## src/rtl/hilo_mult_ctrl_if.sv

```systemverilog
// rtl/hilo_mult_ctrl_if.sv - execute-stage, multiplier-array and HI/LO signals of the multiply controller
interface hilo_mult_ctrl_if #(
  parameter int WIDTH = 32
);
  logic             start;
  logic             is_signed;
  logic [WIDTH-1:0] op_a;
  logic [WIDTH-1:0] op_b;
  logic             start_ack;
  logic [WIDTH-1:0] mcand;
  logic [WIDTH-1:0] mplier;
  logic             mul_signed;
  logic [WIDTH-1:0] prod_hi;
  logic [WIDTH-1:0] prod_lo;
  logic             mthi;
  logic             mtlo;
  logic [WIDTH-1:0] wdata;
  logic             mt_ack;
  logic             rd_req;
  logic             stall;
  logic             busy;
  logic             done;
  logic [WIDTH-1:0] hi;
  logic [WIDTH-1:0] lo;

  modport slave (
    input  start, is_signed, op_a, op_b, prod_hi, prod_lo, mthi, mtlo, wdata, rd_req,
    output start_ack, mcand, mplier, mul_signed, mt_ack, stall, busy, done, hi, lo
  );

  modport master (
    output start, is_signed, op_a, op_b, prod_hi, prod_lo, mthi, mtlo, wdata, rd_req,
    input  start_ack, mcand, mplier, mul_signed, mt_ack, stall, busy, done, hi, lo
  );
endinterface

```

## src/rtl/hilo_mult_ctrl.sv

```systemverilog
// rtl/hilo_mult_ctrl.sv - multicycle multiply controller with HI/LO result registers
// Operands are held stable while the external array settles for LATENCY cycles.
module hilo_mult_ctrl #(
  parameter int WIDTH   = 32,
  parameter int LATENCY = 4
) (
  input logic           clk,
  input logic           rst,
  hilo_mult_ctrl_if.slave bus
);
  typedef enum logic {IDLE, BUSY} state_t;

  localparam logic [3:0] CNT_INIT = 4'(LATENCY - 1);

  state_t           state;
  state_t           state_nx;
  logic [3:0]       cnt;
  logic [WIDTH-1:0] mcand_q;
  logic [WIDTH-1:0] mplier_q;
  logic [WIDTH-1:0] hi_q;
  logic [WIDTH-1:0] lo_q;
  logic             signed_q;
  logic             done_q;
  logic             busy;
  logic             start_ack;
  logic             mt_ack;
  logic             capture;

  always_ff @(posedge clk or posedge rst) begin
    if (rst) begin
      state    <= IDLE;
      cnt      <= 4'd0;
      mcand_q  <= '0;
      mplier_q <= '0;
      signed_q <= 1'b0;
      hi_q     <= '0;
      lo_q     <= '0;
      done_q   <= 1'b0;
    end else begin
      state  <= state_nx;
      done_q <= capture;
      if (start_ack) begin
        mcand_q  <= bus.op_a;
        mplier_q <= bus.op_b;
        signed_q <= bus.is_signed;
        cnt      <= CNT_INIT;
      end else if (busy && cnt != 4'd0) begin
        cnt <= cnt - 4'd1;
      end
      // capture and MTHI/MTLO are exclusive: mt_ack is never raised while busy
      if (capture) begin
        hi_q <= bus.prod_hi;
        lo_q <= bus.prod_lo;
      end else if (mt_ack) begin
        if (bus.mthi) hi_q <= bus.wdata;
        if (bus.mtlo) lo_q <= bus.wdata;
      end
    end
  end

  always_comb begin
    state_nx = state;
    case (state)
      IDLE:    if (bus.start) state_nx = BUSY;
      BUSY:    if (cnt == 4'd0) state_nx = IDLE;
      default: state_nx = IDLE;
    endcase
  end

  always_comb begin
    busy      = (state == BUSY);
    capture   = busy && (cnt == 4'd0);
    start_ack = bus.start & ~busy;
    mt_ack    = (bus.mthi | bus.mtlo) & ~busy & ~bus.start;
  end

  assign bus.start_ack  = start_ack;
  assign bus.mt_ack     = mt_ack;
  assign bus.busy       = busy;
  assign bus.stall      = bus.rd_req & busy;
  assign bus.done       = done_q;
  assign bus.mcand      = mcand_q;
  assign bus.mplier     = mplier_q;
  assign bus.mul_signed = signed_q;
  assign bus.hi         = hi_q;
  assign bus.lo         = lo_q;
endmodule

```

## src/flat_wrapper.sv

```systemverilog
// flat-port wrapper written by rule: the top's interface ports become plain ports
module hilo_mult_ctrl_flat 
#(
  parameter int WIDTH   = 32,
  parameter int LATENCY = 4
)
  (clk, rst, bus_start, bus_is_signed, bus_op_a, bus_op_b, bus_prod_hi, bus_prod_lo, bus_mthi, bus_mtlo, bus_wdata, bus_rd_req, bus_start_ack, bus_mcand, bus_mplier, bus_mul_signed, bus_mt_ack, bus_stall, bus_busy, bus_done, bus_hi, bus_lo);
  hilo_mult_ctrl_if #(.WIDTH(WIDTH)) bus_i ();
  input logic clk;
  input logic rst;
  input wire logic [$bits(bus_i.start)-1:0] bus_start;
  input wire logic [$bits(bus_i.is_signed)-1:0] bus_is_signed;
  input wire logic [$bits(bus_i.op_a)-1:0] bus_op_a;
  input wire logic [$bits(bus_i.op_b)-1:0] bus_op_b;
  input wire logic [$bits(bus_i.prod_hi)-1:0] bus_prod_hi;
  input wire logic [$bits(bus_i.prod_lo)-1:0] bus_prod_lo;
  input wire logic [$bits(bus_i.mthi)-1:0] bus_mthi;
  input wire logic [$bits(bus_i.mtlo)-1:0] bus_mtlo;
  input wire logic [$bits(bus_i.wdata)-1:0] bus_wdata;
  input wire logic [$bits(bus_i.rd_req)-1:0] bus_rd_req;
  output wire logic [$bits(bus_i.start_ack)-1:0] bus_start_ack;
  output wire logic [$bits(bus_i.mcand)-1:0] bus_mcand;
  output wire logic [$bits(bus_i.mplier)-1:0] bus_mplier;
  output wire logic [$bits(bus_i.mul_signed)-1:0] bus_mul_signed;
  output wire logic [$bits(bus_i.mt_ack)-1:0] bus_mt_ack;
  output wire logic [$bits(bus_i.stall)-1:0] bus_stall;
  output wire logic [$bits(bus_i.busy)-1:0] bus_busy;
  output wire logic [$bits(bus_i.done)-1:0] bus_done;
  output wire logic [$bits(bus_i.hi)-1:0] bus_hi;
  output wire logic [$bits(bus_i.lo)-1:0] bus_lo;
  assign bus_i.start = bus_start;
  assign bus_i.is_signed = bus_is_signed;
  assign bus_i.op_a = bus_op_a;
  assign bus_i.op_b = bus_op_b;
  assign bus_i.prod_hi = bus_prod_hi;
  assign bus_i.prod_lo = bus_prod_lo;
  assign bus_i.mthi = bus_mthi;
  assign bus_i.mtlo = bus_mtlo;
  assign bus_i.wdata = bus_wdata;
  assign bus_i.rd_req = bus_rd_req;
  assign bus_start_ack = bus_i.start_ack;
  assign bus_mcand = bus_i.mcand;
  assign bus_mplier = bus_i.mplier;
  assign bus_mul_signed = bus_i.mul_signed;
  assign bus_mt_ack = bus_i.mt_ack;
  assign bus_stall = bus_i.stall;
  assign bus_busy = bus_i.busy;
  assign bus_done = bus_i.done;
  assign bus_hi = bus_i.hi;
  assign bus_lo = bus_i.lo;
  hilo_mult_ctrl #(.WIDTH(WIDTH), .LATENCY(LATENCY)) u_core (.clk(clk), .rst(rst), .bus(bus_i));
endmodule
```

## config.mk

```make
export PLATFORM = sky130hd
export DESIGN_NAME = hilo_mult_ctrl_flat
export DESIGN_NICKNAME = d
export VERILOG_FILES = /design/src/rtl/hilo_mult_ctrl_if.sv /design/src/rtl/hilo_mult_ctrl.sv /design/src/flat_wrapper.sv
export SDC_FILE = /design/constraint.sdc
export NUM_CORES = 1
export LEC_CHECK = 0
export CORE_MARGIN = 10
export CORE_UTILIZATION = 43
export CTS_CLUSTER_DIAMETER = 80
export CTS_CLUSTER_SIZE = 8
export DETAILED_ROUTE_END_ITERATION = 8
export GPL_ROUTABILITY_DRIVEN = 0
export PLACE_DENSITY = 0.9
export SYNTH_ARGS = -nofsm -noshare
export SYNTH_HDL_FRONTEND = slang
export SYNTH_SLANG_ARGS = --single-unit
export TNS_END_PERCENT = 30
```

## constraint.sdc

```tcl
create_clock -name clk -period 9.2 [get_ports clk]
set_clock_uncertainty 0.2 [all_clocks]
set_input_delay 1.38 -clock clk [delete_from_list [all_inputs] [get_ports clk]]
set_output_delay 1.38 -clock clk [all_outputs]
set_load 0.02 [all_outputs]
```

# --- After elaboration in Yosys (flattened, before gate mapping) ---
# Index checks and enable logic that the tools add are counted.
# W data, S select, Z words.
totals:
  ff_bits: 135
  latchBits: 0
  ram_bits: 0
  rom_bits: 0
  in_bits: 167
  out_inout_bits: 134
  word_cells: 37
  n_memories: 0
classes:
  addsub: 1
  n_mul: 0
  div_mod_pow: 0
  order_cmp: 0
  n_eq_ne: 0
  shift: 0
  muxes: 11
  bitwise: 7
  n_reduce_logical: 10
op_table:
  columns: ["op", "n"]
  rows:
  - ["$mux W32", 6]
  - ["$mux W4", 2]
  - ["$reduce_bool A2 Y1", 4]
  - ["$and A1 B1 Y1", 4]
  - ["$logic_not A4 Y1", 1]
  - ["$reduce_and A2 Y1", 2]
  - ["$reduce_bool A4 Y1", 1]
  - ["$sub A4 B1 Y4 const B", 1]
  - ["$logic_and A1 B1 Y1", 2]
  - ["$mux W1", 2]
  - ["$not A1 Y1", 2]
  - ["$pmux W1 S2", 1]
  - ["$or A1 B1 Y1", 1]

# --- Longest topological paths before layout ---
# Gate-level depths: netlist (run 1).
depth:
  ltp_word: 5
  mapped_depth: 8
  mapped_depth_nobuf: 6

# --- Worst setup path before layout (run 1) ---
# OpenSTA, ideal clock, no wires.
synth_path:
  path_kind: "in2out"
  start: "input bus_start"
  end: "output bus_start_ack"
  arrival_time_ns: 1.901
  t_required_ns: 7.620
  path_slack_ns: 5.719
  path_stages: 3
  n_path_buf: 2
  cell_sequence: "nor2b_1 buf_4 buf_6"
synth_via:
  elab_chain_len: 1
synth_rtl:
  columns: ["item", "line", "source"]
  rows:
  - ["start, declared", "flat_wrapper.sv:11", "input wire logic [$bits(bus_i.start)-1:0] bus_start;"]
  - ["$and A1 B1 Y1", "hilo_mult_ctrl.sv:73", "start_ack = bus.start & ~busy;"]
  - ["end, declared", "flat_wrapper.sv:21", "output wire logic [$bits(bus_i.start_ack)-1:0] bus_start_ack;"]
# Every way passes these cells.

# --- Worst setup path in the final report (run 1) ---
# Same ends and word-level chain as after synthesis.

==> impl_metrics.py, run 1 <==
metrics = {
    "outcome": {
        "run_status": "finished, final reports clean",
    },
    "floorplanning": {
        "start_util_pct": 44.4,
        "core_mm2": 0.0127,
        "die-area_mm2": 0.0181,
        "die_h_um": 135,
        "rows": 41,
        "die_w_um": 135,
        "io_pins": 301,
    },
    "clocking": {
        "ctsLongestPathBuffers": 2,
        "post_cts_buffers": 0,
        "cts_inserted_buffers": 17,
        "hold_buffers": 0,
        "cts_tree": "built",
        "path_clk_slew_ns": 0.06,
        "cts.sinks": 135,
        "worstSkewPairLatency_ns": 0.41,
        "cts_htree_levels": 4,
        "clock-root-buffer": "clkbuf_16",
        "post_cts_resize_count": 0,
    },
    "synth": {
        "synth_mux_area_share_pct": 13.1,
        "syn_area_mm2": 0.00564,
        "synth_cell_types": 27,
        "seq_area_frac_synth_pct": 59.9,
        "synthAdderAreaFrac_pct": 0.222,
        "synth_cells": 519,
        "synth_nets": 687,
        "yosys.area_share.xor_xnor_pct": 0,
        "avgSynthCellArea_um2": 10.9,
        "ys_warn_count": 0,
        "ys_ff_latch": 135,
        "synth_compound_area_share_pct": 12.4,
        "synth_top_family_by_area": "multiplexers",
        "synthSimpleGateAreaFrac_pct": 10.1,
    },
    "global_routing": {
        "antenna_found_initial": 4,
        "grt_max_degree": 81,
        "grt_pass1_vias": 5687,
        "grt_remaining_overflow": 0,
        "grt_pass1_wl_um": 33400,
        "grt_usage_pct": 23.8,
    },
    "timing": {
        "layout_min_cycle_time_ns": 5.30,
        "tightest_slew_ns": 1.15,
        "hold_violations": 0,
        "finalSetupViolations": 0,
        "slew_violations": 0,
        "fmax_mhz": 189,
        "relSlewSlack_pct": 23.4,
        "whs_ns": 0.284,
        "setup_tns_ns": 0,
        "finalCritPeriodShare_pct": 57.6,
        "setup_slack_ns": 3.90,
        "rsz0062_at_grt": "false",
    },
    "finish": {
        "area_growth_pct": 65.0,
        "final.fill_count": 869,
        "fin_cells": 998,
        "final_core_util_pct": 73.2,
        "drive_gt1_share_pct": 8.28,
        "finalInstanceArea_mm2": 0.00931,
        "multi_input_area_mm2": 0.00206,
        "nets": 976,
        "seq_area_mm2": 0.00338,
    },
    "power_and_ir_drop": {
        "power_mw": 3.51,
        "p_per_area_mw_per_mm2": 377,
        "leakage_nw": 3.96,
        "ir_worst_vdd_mv": 0.194,
    },
    "detailed_routing": {
        "vias_per_cell": 5.20,
        "ant_nets": 0,
        "avgRoutedWirePerCell_um": 22.1,
        "vias": 5192,
        "drt_first_pass_iters": 4,
        "drc": 0,
        "routed_wirelength_um": 22100,
        "drt_iter0_drc": 334,
    },
    "critical_path": {
        "crit_arrival_ns": 3.72,
        "crit_required_ns": 7.62,
        "startpoint_type": "input pin",
        "crit_type": "input pin to primary output",
        "critPathMaxFanout": 66,
        "crit_path_end_kind": "primary output",
    },
    "placement": {
        "dp_hpwl_um": 16700,
        "dpl_cell_area_mm2": 0.00873,
        "pre_cts_ws_ns": 3.91,
        "placement.io_buffers": 300,
        "placedCellCount": 961,
    },
    "worst_hold_path": {
        "hp-class": "flip-flop to flip-flop",
    },
    "flow_run": {
        "cap_violations": 0,
    },
}
report_power, final:
group	switching [mW]	total [mW]	internal [mW]
registers	0.184	1.09	0.906
clock network	0.256	0.650	0.394
logic	0.932	1.77	0.835
total	1.37	3.51	2.13
flip-flops by register name (all words and copies together) (netlist names):
signal,count
u_core.bus.lo,32
u_core.bus.mplier,32
u_core.bus.busy,1
u_core.bus.done,1
u_core.cnt,4
u_core.bus.mul_signed,1
u_core.bus.hi,32
u_core.bus.mcand,32
per-layer routing:
layer	share of wire (%)	global-route usage, %
met1	36	24.5
met2	50	41.3
met3	11	10.9
met5	0	0
met4	2.9	9.85
cells by family (layout without fill, tap and decap cells):
group,count (synthesis),count (layout)
other,0,5
DFF,135,135
AOI/OAI and AO/OA,136,136
buffers and inverters,41,343
adders and majority gates,1,1
muxes,66,66
and+or+nand+nor,140,140
cells in the mapped netlist, drive strengths merged:
cell / count / area share [%]
a22o: 2 / 0.31
clkbuf: 4 / 0.27
or3: 1 / 0.11
or3b: 2 / 0.31
nand2: 65 / 4.3
o31ai: 1 / 0.13
inv: 5 / 0.33
o31a: 1 / 0.16
ha: 1 / 0.22
nand4bb: 1 / 0.20
mux2: 65 / 13
dfrtp: 135 / 60
buf: 32 / 3.6
and2: 1 / 0.11
or4: 1 / 0.13
nor3b: 2 / 0.44
o21ai: 2 / 0.18
mux2i: 1 / 0.18
nor2b: 1 / 0.11
nor2: 66 / 4.4
a21oi: 128 / 11
o21a: 1 / 0.13
a2bb2oi: 1 / 0.16
path summary, 6_finish.rpt:
kind | startpoint | end | slack [ns] | cells after the start
worst max-delay path | bus_start | bus_start_ack | 3.90 | 4
worst min-delay path | u_core.bus.mplier[14]$_DFFE_PP0P_ | u_core.bus.mplier[14]$_DFFE_PP0P_ | 0.28 | 1
worst max register to register | u_core.cnt[0]$_DFFE_PP0P_ | u_core.bus.lo[1]$_DFFE_PP0P_ | 5.67 | 6
worst min register to register | u_core.bus.mplier[14]$_DFFE_PP0P_ | u_core.bus.mplier[14]$_DFFE_PP0P_ | 0.28 | 1
max in group asynchronous | rst | u_core.bus.mplier[31]$_DFFE_PP0P_ | 6.19 | 3
min in group asynchronous | rst | u_core.bus.mplier[11]$_DFFE_PP0P_ | 1.18 | 2
cell usage in the layout (no fill, tap or decap), drive strengths merged, types with 5 or more instances in the layout:
| cell | Yosys | final |
|---|---|---|
| a21oi | 128 | 128 |
| clkdlybuf4s50 | 0 | 300 |
| diode | 0 | 5 |
| clkbuf | 4 | 22 |
| buf | 32 | 6 |
| inv | 5 | 7 |
| clkinvlp | 0 | 5 |
| dfrtp | 135 | 135 |
| nor2 | 66 | 66 |
| nand2 | 65 | 65 |
| mux2 | 65 | 65 |
cell type report:
type                            instances  share of cell area (%)
Sequential cell                       135                    36.3
Timing Repair Buffer                  306                    32.7
Multi-Input combinational cell        343                    22.2
Clock buffer                           22                    5.09
Tap cell                              172                    2.31
Clock inverter                         10                    1.02
Inverter                                5                   0.255
Antenna cell                            5                   0.134
worst max-delay path, stage by stage:
cell	delay (ns)
clkdlybuf4s50_1	0.66
nor2b_4	0.20
buf_4	0.66
clkdlybuf4s50_1	0.76
(Power assumes the default switching activity.)
==> inputs of run 2 (changes only) <==
- CORE_UTILIZATION: 43 -> 36
- PLACE_DENSITY: 0.9 -> 0.81
- clock period: 9.2 -> 4.5 ns (I/O delays scaled with it)
==> run 2 against run 1 <==
Die area grew 16%. Worst hold slack lost 0.00090 ns. Sequential cell count is the same. Critical path type unchanged.
==> impl_metrics.py, run 2 (synthesized netlist as in run 1, its figures left out) <==
metrics = {
    "outcome": {
        "run_status": "finished, final reports clean",
    },
    "critical_path": {
        "cp_slowest_cell": "clkdlybuf4s50_1",
        "crit_arrival_ns": 2.33,
        "r2r_cells": 6,
        "max_stage_delay_ns": 0.60,
        "worst-path-stages": 4,
        "critPathMaxFanout": 6,
        "crit_type": "input pin to primary output",
        "cpMostUsedCell": "clkdlybuf4s50_1",
        "critPathTopFamily": "buffers and inverters",
        "crit_path_end_kind": "primary output",
        "crit_required_ns": 3.62,
        "startpoint_type": "input pin",
        "crit_buf_inv": 2,
        "crit_chain": "clkdlybuf4s50_1 -> nor2_1 -> o21a_1 -> clkdlybuf4s50_1",
    },
    "global_routing": {
        "grt_max_degree": 75,
        "antenna_found_initial": 0,
        "grt_pass1_wl_um": 31100,
        "grt_remaining_overflow": 0,
        "grt_usage_pct": 18.8,
        "grt_pass1_vias": 5219,
    },
    "clocking": {
        "cts_inserted_buffers": 17,
        "post_cts_buffers": 0,
        "clock-root-buffer": "clkbuf_16",
        "cts_tree": "built",
        "post_cts_resize_count": 0,
        "cts.sinks": 135,
        "path_clk_slew_ns": 0.06,
        "ctsLongestPathBuffers": 2,
        "hold_buffers": 0,
        "cts_htree_levels": 4,
        "worstSkewPairLatency_ns": 0.42,
    },
    "finish": {
        "seq_area_mm2": 0.00338,
        "fin_cells": 1033,
        "antenna_cells": 0,
        "area_growth_pct": 65.8,
        "final.fill_count": 1253,
        "nets": 977,
        "final_cell_mix": "clkdlybuf4s50_1, dfrtp_1, a21oi_1, nor2_1, nand2_1",
        "final_common_cell": "clkdlybuf4s50_1",
        "multi_input_area_mm2": 0.00206,
        "drive_gt1_share_pct": 8.64,
    },
    "placement": {
        "pre_cts_ws_ns": 1.29,
        "placedCellCount": 1001,
        "placement.io_buffers": 300,
        "dp_hpwl_um": 15300,
    },
    "detailed_routing": {
        "ant_nets": 0,
        "vias": 5031,
        "drt_iter0_drc": 178,
        "vias_per_cell": 4.87,
        "drc": 0,
        "routed_wirelength_um": 20400,
        "avgRoutedWirePerCell_um": 19.7,
        "drt_first_pass_iters": 4,
    },
    "timing": {
        "rsz0062_at_grt": "false",
        "setup_slack_ns": 1.29,
        "finalCritPeriodShare_pct": 71.2,
        "relSlewSlack_pct": 23.3,
        "finalSetupViolations": 0,
        "whs_ns": 0.283,
        "hold_violations": 0,
        "fmax_mhz": 312,
        "setup_tns_ns": 0,
        "slew_violations": 0,
        "layout_min_cycle_time_ns": 3.21,
        "tightest_slew_ns": 1.15,
    },
    "floorplanning": {
        "die_w_um": 145,
        "die-area_mm2": 0.0211,
        "io_pins": 301,
        "rows": 45,
        "core_mm2": 0.0153,
        "start_util_pct": 37.0,
        "die_h_um": 145,
    },
    "power_and_ir_drop": {
        "leakage_nw": 3.97,
        "p_per_area_mw_per_mm2": 755,
        "ir_worst_vdd_mv": 0.484,
    },
    "worst_hold_path": {
        "min_delay_path_depth": 1,
        "hp-class": "flip-flop to flip-flop",
    },
    "flow_run": {
        "cap_violations": 0,
    },
}
## run 2: metal layers
layer / global-route usage, % / up-vias / share of wire [%]
li1: - / 2352 / -
met1: 21.6 / 2407 / 41
met2: 30.2 / 243 / 47
met3: 9.13 / 29 / 9.8
met4: 5.97 / 0 / 2.1
met5: 0 / - / 0
## run 2: worst register-to-register path: cells and delay by family (launching register included)
| family | cells | cell delay (ns) |
|---|---|---|
| buf+inv | 2 | 0.93 |
| flops | 1 | 0.40 |
| compound gates | 2 | 0.40 |
| fa+ha+maj | 1 | 0.28 |
| simple gates | 1 | 0.13 |
## run 2: final timing paths
| path | start | end | slack [ns] |
|---|---|---|---|
| setup / recovery | bus_start | bus_mt_ack | 1.29 |
| hold / removal | u_core.bus.mplier[6]$_DFFE_PP0P_ | u_core.bus.mplier[6]$_DFFE_PP0P_ | 0.28 |
| setup reg to reg | u_core.cnt[0]$_DFFE_PP0P_ | u_core.bus.lo[15]$_DFFE_PP0P_ | 2.08 |
| hold reg to reg | u_core.bus.mplier[6]$_DFFE_PP0P_ | u_core.bus.mplier[6]$_DFFE_PP0P_ | 0.28 |
| max in group asynchronous | rst | u_core.bus.lo[29]$_DFFE_PP0P_ | 2.76 |
| min in group asynchronous | rst | u_core.bus.mcand[5]$_DFFE_PP0P_ | 0.49 |
## run 2: power by group
part | leakage [nW] | switching (mW) | total (mW) | internal [mW]
sequential | 1.57 | 0.342 | 2.19 | 1.85
clock | 0.272 | 0.596 | 1.32 | 0.728
combinational | 2.13 | 1.84 | 3.54 | 1.71
## run 2: per-stage QoR
step / instance area (um^2) / utilization, % / power, mW
after floorplan: 5640 / - / 4.02
after global placement: 8800 / 57.7 / 5.71
after detailed placement: 8800 / 57.7 / 5.81
after CTS: 9360 / 61.3 / 7.15
after global routing: 9360 / 61.3 / 7.49
final: 9360 / 61.3 / 7.06
## run 2: layout make-up
cell class,count,area share [%]
tap,211,2.82
inverter,5,0.254
clock buffer,17,4.55
timing repair buffer,307,32.8
sequential,135,36.1
multi-input combinational,343,22.1
clock inverter,15,1.42
